**src/rtl/operand_issue.sv**
```systemverilog
// Operand issue stage: reads two source registers, blocks on scoreboard hazards, issues to execute; also sequences regfile writebacks.
// Latency: operands valid two cycles after the accept cycle (one READ cycle); writeback strobes W on the second cycle after its accept.
// Backpressure: in_ready only in IDLE, outputs held while out_ready low; wb_ready only while the writeback sequencer is idle.
module operand_issue (
   input  logic        clk,
   input  logic        rst_n,
   // upstream decoded instruction
   input  logic        in_valid,
   output logic        in_ready,
   input  logic [3:0]  in_op,
   input  logic        in_wen,
   input  logic [3:0]  in_dst,
   input  logic [3:0]  in_src0,
   input  logic [3:0]  in_src1,
   // register-file read ports (data combinational from the selects)
   output logic [3:0]  rsel0,
   output logic [3:0]  rsel1,
   input  logic [15:0] dout0,
   input  logic [15:0] dout1,
   // downstream execute handshake and issued operands
   output logic        out_valid,
   input  logic        out_ready,
   output logic [3:0]  out_op,
   output logic [3:0]  out_dst,
   output logic        out_wen,
   output logic [15:0] out_a,
   output logic [15:0] out_b,
   // writeback request from execute
   input  logic        wb_valid,
   output logic        wb_ready,
   input  logic [3:0]  wb_dst,
   input  logic [15:0] wb_data,
   // register-file write port
   output logic [3:0]  wsel,
   output logic [15:0] din,
   output logic        w,
   // issue blocked by a scoreboard hazard
   output logic        stall
);

   typedef enum logic [1:0] {
      IDLE = 2'd0,
      READ = 2'd1,
      HOLD = 2'd2
   } iss_state_t;

   typedef enum logic [1:0] {
      WB_IDLE   = 2'd0,
      WB_SETUP  = 2'd1,
      WB_STROBE = 2'd2
   } wb_state_t;

   iss_state_t iss_q, iss_d;
   wb_state_t  wb_q, wb_d;

   // latched instruction fields; the source indices live in rsel0/rsel1
   logic [3:0]  op_q;
   logic [3:0]  dst_q;
   logic        wen_q;

   // one pending-write bit per architectural register
   logic [15:0] pend_q;
   logic [15:0] pend_d;

   logic accept;
   logic hazard;
   logic issue_fire;
   logic hold_release;
   logic wb_accept;
   logic wb_done;

   // ---------------------------------------------------------------
   // Issue FSM
   // ---------------------------------------------------------------

   // issue state register
   always_ff @(posedge clk or negedge rst_n) begin
      if (!rst_n) begin
         iss_q <= IDLE;
      end else begin
         iss_q <= iss_d;
      end
   end

   // issue next-state, handshake and hazard decode; hazard uses the registered scoreboard only (no forwarding)
   always_comb begin
      iss_d        = iss_q;
      in_ready     = 1'b0;
      accept       = 1'b0;
      stall        = 1'b0;
      issue_fire   = 1'b0;
      hold_release = 1'b0;
      hazard       = pend_q[rsel0] | pend_q[rsel1] | (wen_q & pend_q[dst_q]);
      case (iss_q)
         IDLE: begin
            in_ready = 1'b1;
            if (in_valid) begin
               accept = 1'b1;
               iss_d  = READ;
            end
         end
         READ: begin
            if (hazard) begin
               stall = 1'b1;
            end else begin
               issue_fire = 1'b1;
               iss_d      = HOLD;
            end
         end
         HOLD: begin
            if (out_ready) begin
               hold_release = 1'b1;
               iss_d        = IDLE;
            end
         end
         default: begin
            iss_d = IDLE;
         end
      endcase
   end

   // capture the accepted instruction and point the read ports at its sources
   always_ff @(posedge clk or negedge rst_n) begin
      if (!rst_n) begin
         op_q  <= 4'd0;
         dst_q <= 4'd0;
         wen_q <= 1'b0;
         rsel0 <= 4'd0;
         rsel1 <= 4'd0;
      end else if (accept) begin
         op_q  <= in_op;
         dst_q <= in_dst;
         wen_q <= in_wen;
         rsel0 <= in_src0;
         rsel1 <= in_src1;
      end
   end

   // issued operand register: loads on issue, holds the last issued values otherwise
   always_ff @(posedge clk or negedge rst_n) begin
      if (!rst_n) begin
         out_valid <= 1'b0;
         out_op    <= 4'd0;
         out_dst   <= 4'd0;
         out_wen   <= 1'b0;
         out_a     <= 16'd0;
         out_b     <= 16'd0;
      end else if (issue_fire) begin
         out_valid <= 1'b1;
         out_op    <= op_q;
         out_dst   <= dst_q;
         out_wen   <= wen_q;
         out_a     <= dout0;
         out_b     <= dout1;
      end else if (hold_release) begin
         out_valid <= 1'b0;
      end
   end

   // ---------------------------------------------------------------
   // Writeback sequencer
   // ---------------------------------------------------------------

   // writeback state register
   always_ff @(posedge clk or negedge rst_n) begin
      if (!rst_n) begin
         wb_q <= WB_IDLE;
      end else begin
         wb_q <= wb_d;
      end
   end

   // writeback next-state: setup cycle, strobe cycle, then back to idle
   always_comb begin
      wb_d      = wb_q;
      wb_ready  = 1'b0;
      wb_accept = 1'b0;
      wb_done   = 1'b0;
      case (wb_q)
         WB_IDLE: begin
            wb_ready = 1'b1;
            if (wb_valid) begin
               wb_accept = 1'b1;
               wb_d      = WB_SETUP;
            end
         end
         WB_SETUP: begin
            wb_d = WB_STROBE;
         end
         WB_STROBE: begin
            wb_done = 1'b1;
            wb_d    = WB_IDLE;
         end
         default: begin
            wb_d = WB_IDLE;
         end
      endcase
   end

   // write port: address/data held from setup until the next accepted request; W is a flop so it cannot glitch
   always_ff @(posedge clk or negedge rst_n) begin
      if (!rst_n) begin
         wsel <= 4'd0;
         din  <= 16'd0;
         w    <= 1'b0;
      end else begin
         if (wb_accept) begin
            wsel <= wb_dst;
            din  <= wb_data;
         end
         w <= (wb_d == WB_STROBE);
      end
   end

   // ---------------------------------------------------------------
   // Scoreboard
   // ---------------------------------------------------------------

   // clear on writeback completion, then set on issue so a same-edge set wins
   always_comb begin
      pend_d = pend_q;
      if (wb_done) begin
         pend_d[wsel] = 1'b0;
      end
      if (issue_fire && wen_q) begin
         pend_d[dst_q] = 1'b1;
      end
   end

   // scoreboard register
   always_ff @(posedge clk or negedge rst_n) begin
      if (!rst_n) begin
         pend_q <= 16'd0;
      end else begin
         pend_q <= pend_d;
      end
   end

endmodule

```
**config.mk**
```make
export PLATFORM = sky130hd
export DESIGN_NAME = operand_issue
export DESIGN_NICKNAME = d
export VERILOG_FILES = /design/src/rtl/operand_issue.sv
export SDC_FILE = /design/constraint.sdc
export NUM_CORES = 1
export LEC_CHECK = 0
export ABC_AREA = 1
export CAP_MARGIN = 20
export CORE_MARGIN = 1
export CORE_UTILIZATION = 47
export CTS_CLUSTER_SIZE = 16
export DETAILED_ROUTE_END_ITERATION = 8
export GPL_TIMING_DRIVEN = 0
export PLACE_DENSITY_LB_ADDON = 0.2
export SLEW_MARGIN = 10
export SYNTH_ARGS = -nofsm -noshare
export SYNTH_HDL_FRONTEND = slang
export SYNTH_SLANG_ARGS = --single-unit
export TNS_END_PERCENT = 20
```
**constraint.sdc**
```tcl
create_clock -name clk -period 2.5 [get_ports clk]
set_clock_uncertainty 0.2 [all_clocks]
set_input_delay 0.625 -clock clk [delete_from_list [all_inputs] [get_ports clk]]
set_output_delay 0.625 -clock clk [all_outputs]
set_load 0.05 [all_outputs]
```
-- Word level (Yosys, flattened, before mapping)
Index checks and enable logic that the tools add are counted.
- bits in registers: 100
- input port bits: 74
- output and inout bits: 74
- word-level logic and storage cells: 77
- $lt $le $gt $ge: 6
- equality and inequality tests: 8
- mux-type cells: 33
- bitwise gates (word level): 6
- reduce and logical (&&, ||, !) cells: 7
- operator list (kind ; count):
    two-way mux 16 bit ; 2
    < comparator 4 x 5 -> 1 bit (second input constant) ; 4
    two-way mux 1 bit ; 20
    AND 16 bit ; 1
    inverter 16 bit ; 1
    bitwise OR 16 bit ; 1
    binary-select mux 1 bit (select 4 bit) ; 3
    demux 1 bit (select 4 bit) ; 2
    greater-or-equal comparator 4 x 1 -> 1 bit (second input constant) ; 2
    two-way mux 2 bit ; 4
    equality test 2 bit (second input constant) ; 3
    != test 2 bit (second input constant) ; 3
    case mux 2 bit (3 select lines) ; 1
    equality test 2 x 1 -> 1 bit (second input constant) ; 2
    zero test 2 bit ; 2
    case mux 2 bit (2 select lines) ; 1
    logical AND 1 bit ; 3
    AND reduction 3 bit ; 1
    bitwise OR 1 bit ; 2
    nonzero test 2 bit ; 1
    AND 1 bit ; 1

-- Longest topological paths before layout
Gate-level depths: netlist (run 1).
- depth in word-level cells: 9
- gate-level depth with buffers: 14
- mapped depth without buffers: 13

-- Worst setup path before layout (run 1)
Ideal clock, no wire load.
- path type: reg2out
- start: register rsel1[0]
- end: output port stall
- arrival: 1.880 ns
- required time: 1.675 ns
- slack: -0.205 ns
- cell stages (with the launch flop): 12
- path buffers: 1
- path through: dfrtp_1 buf_2 inv_2 nand2_1 nand3_1 nand3_1 nand2_1 nand2_1 nand2_1 nand2_2 o21ai_0 inv_1
- word-level cells in the longest chain between the ends: 6
- ends and longest elaborated chain (item ; RTL line ; RTL):
    start, declared ; 17 ; output logic [3:0] rsel1,
    start signal, assigned ; 135 ; rsel1 <= in_src1;
    binary-select mux 1 bit (select 4 bit) ; 93 ; hazard = pend_q[rsel0] | pend_q[rsel1] | (wen_q & pend_q[dst_q]);
    two-way mux 1 bit (implied by the code) ; 93 ;
    bitwise OR 1 bit (2 in series) ; 93 ;
    two-way mux 1 bit ; 103 ; if (hazard) begin
    two-way mux 1 bit ; 94 ; case (iss_q)
    end, declared ; 38 ; output logic stall
Every way passes these cells. The select of a mux whose other input is x is not followed.

-- Final worst setup path (run 1)
- start: register dst_q[0]
- end: output port stall
- word-level cells in the longest chain between the ends: 6
- ends and longest elaborated chain (item ; RTL line ; RTL):
    start, declared ; 58 ; logic [3:0] dst_q;
    start signal, assigned ; 132 ; dst_q <= in_dst;
    binary-select mux 1 bit (select 4 bit) ; 93 ;
    two-way mux 1 bit (implied by the code) ; 93 ;
    AND 1 bit ; 93 ;
    bitwise OR 1 bit ; 93 ;
    two-way mux 1 bit ; 103 ;
    two-way mux 1 bit ; 94 ;
Every way passes these cells. The select of a mux whose other input is x is not followed.

==> results.cfg, run 1 <==
[power]
peakVddDrop_v = 0.000790
powerDensity_nw_per_um2 = 1520
p_sw_share_pct = 50.3
pwr-share-seq_pct = 26.9
internal-power_mw = 5.10
p_comb_share_pct = 60.8
clock_power_share_pct = 12.3
cellLeakagePower_nw = 3.37
p_sw_mw = 5.17

[sta]
min_period_ns = 2.69
setup-tns-final_ns = -0.190
timing.fmax_mhz = 372
finalHoldViolations = 0
rsz0062_at_grt = true
holdWs_ns = 0.0679
drv_slew = 0
fin_ws_ns = -0.190
slew_headroom_pct = 56.8
tightest_slew_ns = 0.649
timing.final.crit_share_pct = 108
finalSetupViolCount = 1

[drt]
dr.pass1.iters = 7
final_antenna_net_count = 0
wl_per_cell_um = 13.8
viasPerCell = 4.96
drt_iter0_drc = 314
drc_errors = 0
wirelength_um = 12400
vias = 4463

[layout]
drive_above_1_share_pct = 10.6
multi_input_area_um2 = 1910
fin_cells = 900
antenna-diode-count = 0
seqCellArea_um2 = 2510
n_fill_cell = 831
final_nets = 836
area_growth_syn_to_layout_pct = 43.9

[yosys]
ys_ff_latch = 100
yosys_warnings = 0
synth_top_area_share_pct = 53.2
synth-compound-area-share_pct = 3.78
synth_top_family_by_area = simple AND/OR/NAND/NOR gates
yosysMostFrequentCell = nand2_1
synthesis.nets = 668
synthSimpleGateAreaFrac_pct = 35.0
synth_fa_ha_area_share_pct = 0
synth_edf_count = 0
muxShareOfSynthArea_pct = 0.958
synth_common_cells = nand2_1, dfrtp_1, nand3_1, nor2_1, inv_1
yosys.area.top_type = dfrtp_1
syn_area_um2 = 4700
synth-xor-area-share_pct = 0
synth_area_per_cell_um2 = 7.91
yosysSeqAreaShare_pct = 53.2
syn_inst = 594
synth_cell_types = 23
synth_area_leaders = dfrtp_1, nand2_1, nand3_1, nor2_1, inv_1
ys.flop_type = dfrtp_1
synth-async-reset-ratio_pct = 100

[worst_setup_path]
cp.required_ns = 1.67
arrival_ns = 1.87
end_kind = output port
worstSetupPathType = flip-flop to output port
crit_fanout = 5
setup.worst_path.start_class = flip-flop

[floorplanning]
floorplan.rows = 36
core_um2 = 9730
initial_core_util_pct = 48.3
die_h_um = 102
dieArea_um2 = 10400
pin_count = 148
die_w_um = 102

[clock_network]
cts_max_level = 3
cts_tree = done
clock_latency_ns = 0.36
numCtsBuffers = 9
ctsHoldBuffers = 0
clock_path_buffers = 2
clock_sinks = 100
cts-root-buf = clkbuf_8
clk_pin_slew_ns = 0.10

[global_route]
grt_overflow_total = 0
grt_max_degree = 54
gr-usage-all-layers_pct = 25.0
antenna_found_initial = 0
grt_pass1_wl_um = 20100
first_global_vias = 4319

[placed_design]
place_congestion = 0.911
dp_hpwl_um = 9140
portBuffers = 147
place_inst = 875
place_ws_ns = -0.543

[status]
violations = setup timing
run_status = finished, violations left

[min_path]
worst_hold_path_type = input pin to asynchronous set/reset pin

[flow_run]
maxCapViolations = 0
[per-layer routing]
layer | global-route usage (%) | part of all wire [%] | wire (um)
met4 | 8.46 | 0.62 | 77
met2 | 41.4 | 49 | 6070
met5 | 0 | 0 | 0
met1 | 32.2 | 44 | 5440
met3 | 5.88 | 6.9 | 859
[through the flow]
| stage | total power [mW] | util, % | area [um^2] |
|---|---|---|---|
| detailed placement | 8.74 | 65.4 | 6370 |
| global placement | 8.62 | 65.2 | 6340 |
| CTS | 10.2 | 69.0 | 6710 |
| finish | 10.3 | 69.5 | 6760 |
| floorplan | 6.86 | - | 4700 |
| global route | 11.0 | 69.5 | 6760 |
[state kept, by name (all words and copies together), names as in the netlist]
name and count:
out_dst 4, out_a 16, rsel0 4, w 1
out_wen 1, wb_q 2, out_valid 1, din 16
dst_q 4, op_q 4, wen_q 1, pend_q 16
wsel 4, rsel1 4, out_b 16, iss_q 2
out_op 4
[cell families after synthesis]
family | after synthesis
DFF | 100
and+or+nand+nor | 383
buffers and inverters | 72
AOI/OAI and AO/OA | 35
muxes | 4
[worst max-delay path, stage by stage, from the launching register on]
cell and delay [ns]:
dfrtp_2 0.46, buf_6 0.14, nand2_2 0.06, o21ai_1 0.06, nand2_1 0.06, nand2_1 0.05
nand2_1 0.05, nand2_1 0.06, nor2_2 0.15, nor2_4 0.07, o21ai_4 0.16, inv_2 0.05
buf_8 0.14
[power by group through the flow]
| stage | combinational [mW] | clock [mW] | sequential, mW |
|---|---|---|---|
| final | 6.25 | 1.26 | 2.76 |
| after global routing | 6.76 | 1.37 | 2.84 |
| after global placement | 5.88 | 0 | 2.75 |
| after detailed placement | 5.98 | 0 | 2.77 |
| after CTS | 6.19 | 1.29 | 2.75 |
| after floorplan | 2.53 | 0 | 4.32 |
[cell usage in the layout (no fill, tap or decap), drive strengths merged]
master,synthesis,final
o21ai,21,21
dlymetal6s2s,0,3
or2,1,1
o31ai,1,1
bufinv,0,3
buf,19,30
dlygate4sd2,0,2
a21oi,13,13
nand3,68,68
nand2,254,254
nor2,44,44
dfrtp,100,100
clkdlybuf4s50,0,140
inv,43,45
nand4,16,16
clkbuf,10,21
mux2,4,4
clkinv,0,1
[path summary, 6_finish.rpt]
| kind | start | endpoint | slack, ns | cells after the start |
|---|---|---|---|---|
| worst max-delay path | dst_q[0]$_DFFE_PN0P_ | stall | -0.19 | 12 |
| worst min-delay path | rst_n | rsel0[3]$_DFFE_PN0P_ | 0.07 | 1 |
| worst max register to register | dst_q[0]$_DFFE_PN0P_ | pend_q[10]$_DFF_PN0_ | 0.28 | 15 |
| worst min register to register | out_a[7]$_DFFE_PN0P_ | out_a[7]$_DFFE_PN0P_ | 0.28 | 2 |
| max in group asynchronous | rst_n | wsel[0]$_DFFE_PN0P_ | 1.35 | 2 |
| min in group clk | out_a[7]$_DFFE_PN0P_ | out_a[7]$_DFFE_PN0P_ | 0.28 | 2 |
[repair_timing]
item / 4_1_cts / 5_1_grt
gates cloned: 2 / 1
buffers inserted: 3 / 3
gates resized for setup: 27 / 10
endpoints found under the setup margin: 3 / 4
pin swaps: 7 / 5
[layout make-up]
| type | instances | area share [%] |
|---|---|---|
| Timing Repair Buffer | 156 | 23.2 |
| Inverter | 43 | 2.61 |
| Sequential cell | 100 | 37.1 |
| Tap cell | 133 | 2.46 |
| Buffer | 29 | 2.70 |
| Multi-Input combinational cell | 422 | 28.2 |
| Timing Repair inverter | 1 | 0.0925 |
| Clock inverter | 5 | 1.59 |
| Clock buffer | 11 | 2.09 |
Note: power is estimated with default switching activity, not from simulation.
==> run 2, diff against run 1 <==
--- a/config.mk
+++ b/config.mk
@@ -6,13 +6,13 @@
 export NUM_CORES = 1
 export LEC_CHECK = 0
 export ABC_AREA = 1
-export CAP_MARGIN = 20
 export CORE_MARGIN = 1
 export CORE_UTILIZATION = 47
 export CTS_CLUSTER_SIZE = 16
 export DETAILED_ROUTE_END_ITERATION = 8
 export GPL_TIMING_DRIVEN = 0
 export PLACE_DENSITY_LB_ADDON = 0.2
+export RECOVER_POWER = 100
 export SLEW_MARGIN = 10
 export SYNTH_ARGS = -nofsm -noshare
 export SYNTH_HDL_FRONTEND = slang
==> run 2 against run 1 <==
Net effect: the run still ends with setup timing left; power is 0.32% lower; clock-buffer cell count unchanged; routed wire length decreased by 0.17%; maximum frequency fell by 0.15%; core utilization fell by 0.39 points; cell count stayed put; register-to-register slack worse by 0.15 ns; setup slack got worse by 0.0039 ns; critical path depth unchanged; global-route usage did not move.
==> results.cfg, run 2 (synthesis results as in run 1) <==
[layout]
multi_input_area_um2 = 1910
final_nets = 836
seqCellArea_um2 = 2510
layout_commonest_cell = nand2_1
antenna-diode-count = 0
area_growth_syn_to_layout_pct = 43.1
n_fill_cell = 837
fin_cells = 900
drive_above_1_share_pct = 10.6
layout_common_cells = nand2_1, clkdlybuf4s50_1, dfrtp_1

[global_route]
antenna_found_initial = 0
grt_pass1_wl_um = 20100
grt_overflow_total = 0
grt_max_degree = 54
gr-usage-all-layers_pct = 25.0
first_global_vias = 4319

[floorplanning]
die_w_um = 102
pin_count = 148
floorplan.rows = 36
core_um2 = 9730
dieArea_um2 = 10400
initial_core_util_pct = 48.3
die_h_um = 102

[worst_setup_path]
crit_fanout = 5
cpPeakStageDelay_ns = 0.46
arrival_ns = 1.87
crit_chain = buf_6, nand2_2, o21ai_1, nand2_1, nand2_1, nand2_1, nand2_1, nor2_2, nor2_4, o21ai_4, inv_2, buf_8
end_kind = output port
cpMostUsedCell = nand2_1
slowest_stage = dfrtp_2
cp.required_ns = 1.67
worstSetupPathType = flip-flop to output port
setup.worst_path.start_class = flip-flop

[drt]
viasPerCell = 4.95
vias = 4457
drc_errors = 0
drt_iter0_drc = 275
dr.pass1.iters = 5
final_antenna_net_count = 0
wirelength_um = 12400
wl_per_cell_um = 13.8

[power]
peakVddDrop_v = 0.000789
cellLeakagePower_nw = 3.35
p_total_mw = 10.2
powerDensity_nw_per_um2 = 1520

[clock_network]
clock_path_buffers = 2
cts_max_level = 3
clock_latency_ns = 0.36
cts_tree = done
clk_pin_slew_ns = 0.10
cts-root-buf = clkbuf_8
numCtsBuffers = 9
clock_sinks = 100

[placed_design]
portBuffers = 147
place_inst = 875
dp_hpwl_um = 9140
place_congestion = 0.911
place_ws_ns = -0.543

[sta]
tightest_slew_ns = 1.20
drv_slew = 0
min_period_ns = 2.69
timing.final.crit_share_pct = 108
fin_ws_ns = -0.194
timing.fmax_mhz = 371
finalHoldViolations = 0
finalSetupViolCount = 1
rsz0062_at_grt = true
setup-tns-final_ns = -0.194
slew_headroom_pct = 19.7

[status]
violations = setup timing
run_status = finished, violations left

[flow_run]
maxCapViolations = 0

[min_path]
worst_hold_path_type = input pin to asynchronous set/reset pin
==> run 2: cell count changes in the layout (fill, tap and decap cells not counted) <==
cell,change
clkbuf_2,+2
buf_6,-1
dlymetal6s2s_1,-1
buf_4,-1
clkdlybuf4s50_1,-2
dlygate4sd3_1,+2
buf_1,-2
buf_16,-1
clkbuf_4,+1
clkbuf_1,+3
==> run 2: metal layers <==
metal	track usage, %	wire (um)	up-vias
met5	0	0	-
met1	32.2	5460	2094
met3	5.88	846	12
met4	8.46	138	0
li1	-	-	2209
met2	41.4	5970	142
==> run 2: final timing paths <==
path	from	to	slack [ns]	depth (start not counted)
setup reg to reg	dst_q[0]$_DFFE_PN0P_	pend_q[8]$_DFF_PN0_	0.13	15
min in group clk	out_a[7]$_DFFE_PN0P_	out_a[7]$_DFFE_PN0P_	0.28	2
hold / removal	rst_n	rsel0[3]$_DFFE_PN0P_	0.28	1
setup / recovery	dst_q[0]$_DFFE_PN0P_	stall	-0.19	12
max in group asynchronous	rst_n	out_a[5]$_DFFE_PN0P_	0.40	2
hold reg to reg	out_a[7]$_DFFE_PN0P_	out_a[7]$_DFFE_PN0P_	0.28	2
==> run 2: critical path, delay by kind of cell, from the launching register on <==
family          cells  cell delay (ns)
simple gates        7             0.50
flops               1             0.46
buf+inv             3             0.33
compound gates      2             0.22
==> run 2: layout make-up <==
class / count / share of cell area (%)
Multi-Input combinational cell: 422 / 28.3
Clock buffer: 11 / 2.10
Clock inverter: 5 / 1.60
Timing Repair inverter: 1 / 0.0930
Timing Repair Buffer: 156 / 22.8
Tap cell: 133 / 2.47
Sequential cell: 100 / 37.3
Inverter: 43 / 2.62
Buffer: 29 / 2.62
==> run 2: power breakdown <==
part / total [mW] / internal [mW] / switching [mW]
Sequential: 2.76 / 2.30 / 0.461
Combinational: 6.21 / 2.07 / 4.14
Clock: 1.27 / 0.698 / 0.568
==> run 2: metrics by stage <==
stage	utilization (%)	hold slack, ns	instance area, um^2
after CTS	69.0	0.0834	6710
final	69.1	0.276	6730
after global placement	65.2	0.253	6340
after floorplan	-	0.129	4700
after global routing	69.1	0.306	6730
after detailed placement	65.4	0.259	6370
==> run 2: what timing repair did <==
action / 4_1_cts / 5_1_grt
pin swaps: 7 / 5
setup buffers: 3 / 3
cloned: 2 / 1
resized for setup: 27 / 10
hold buffers: 0 / 0
endpoints found under the setup margin: 3 / 4
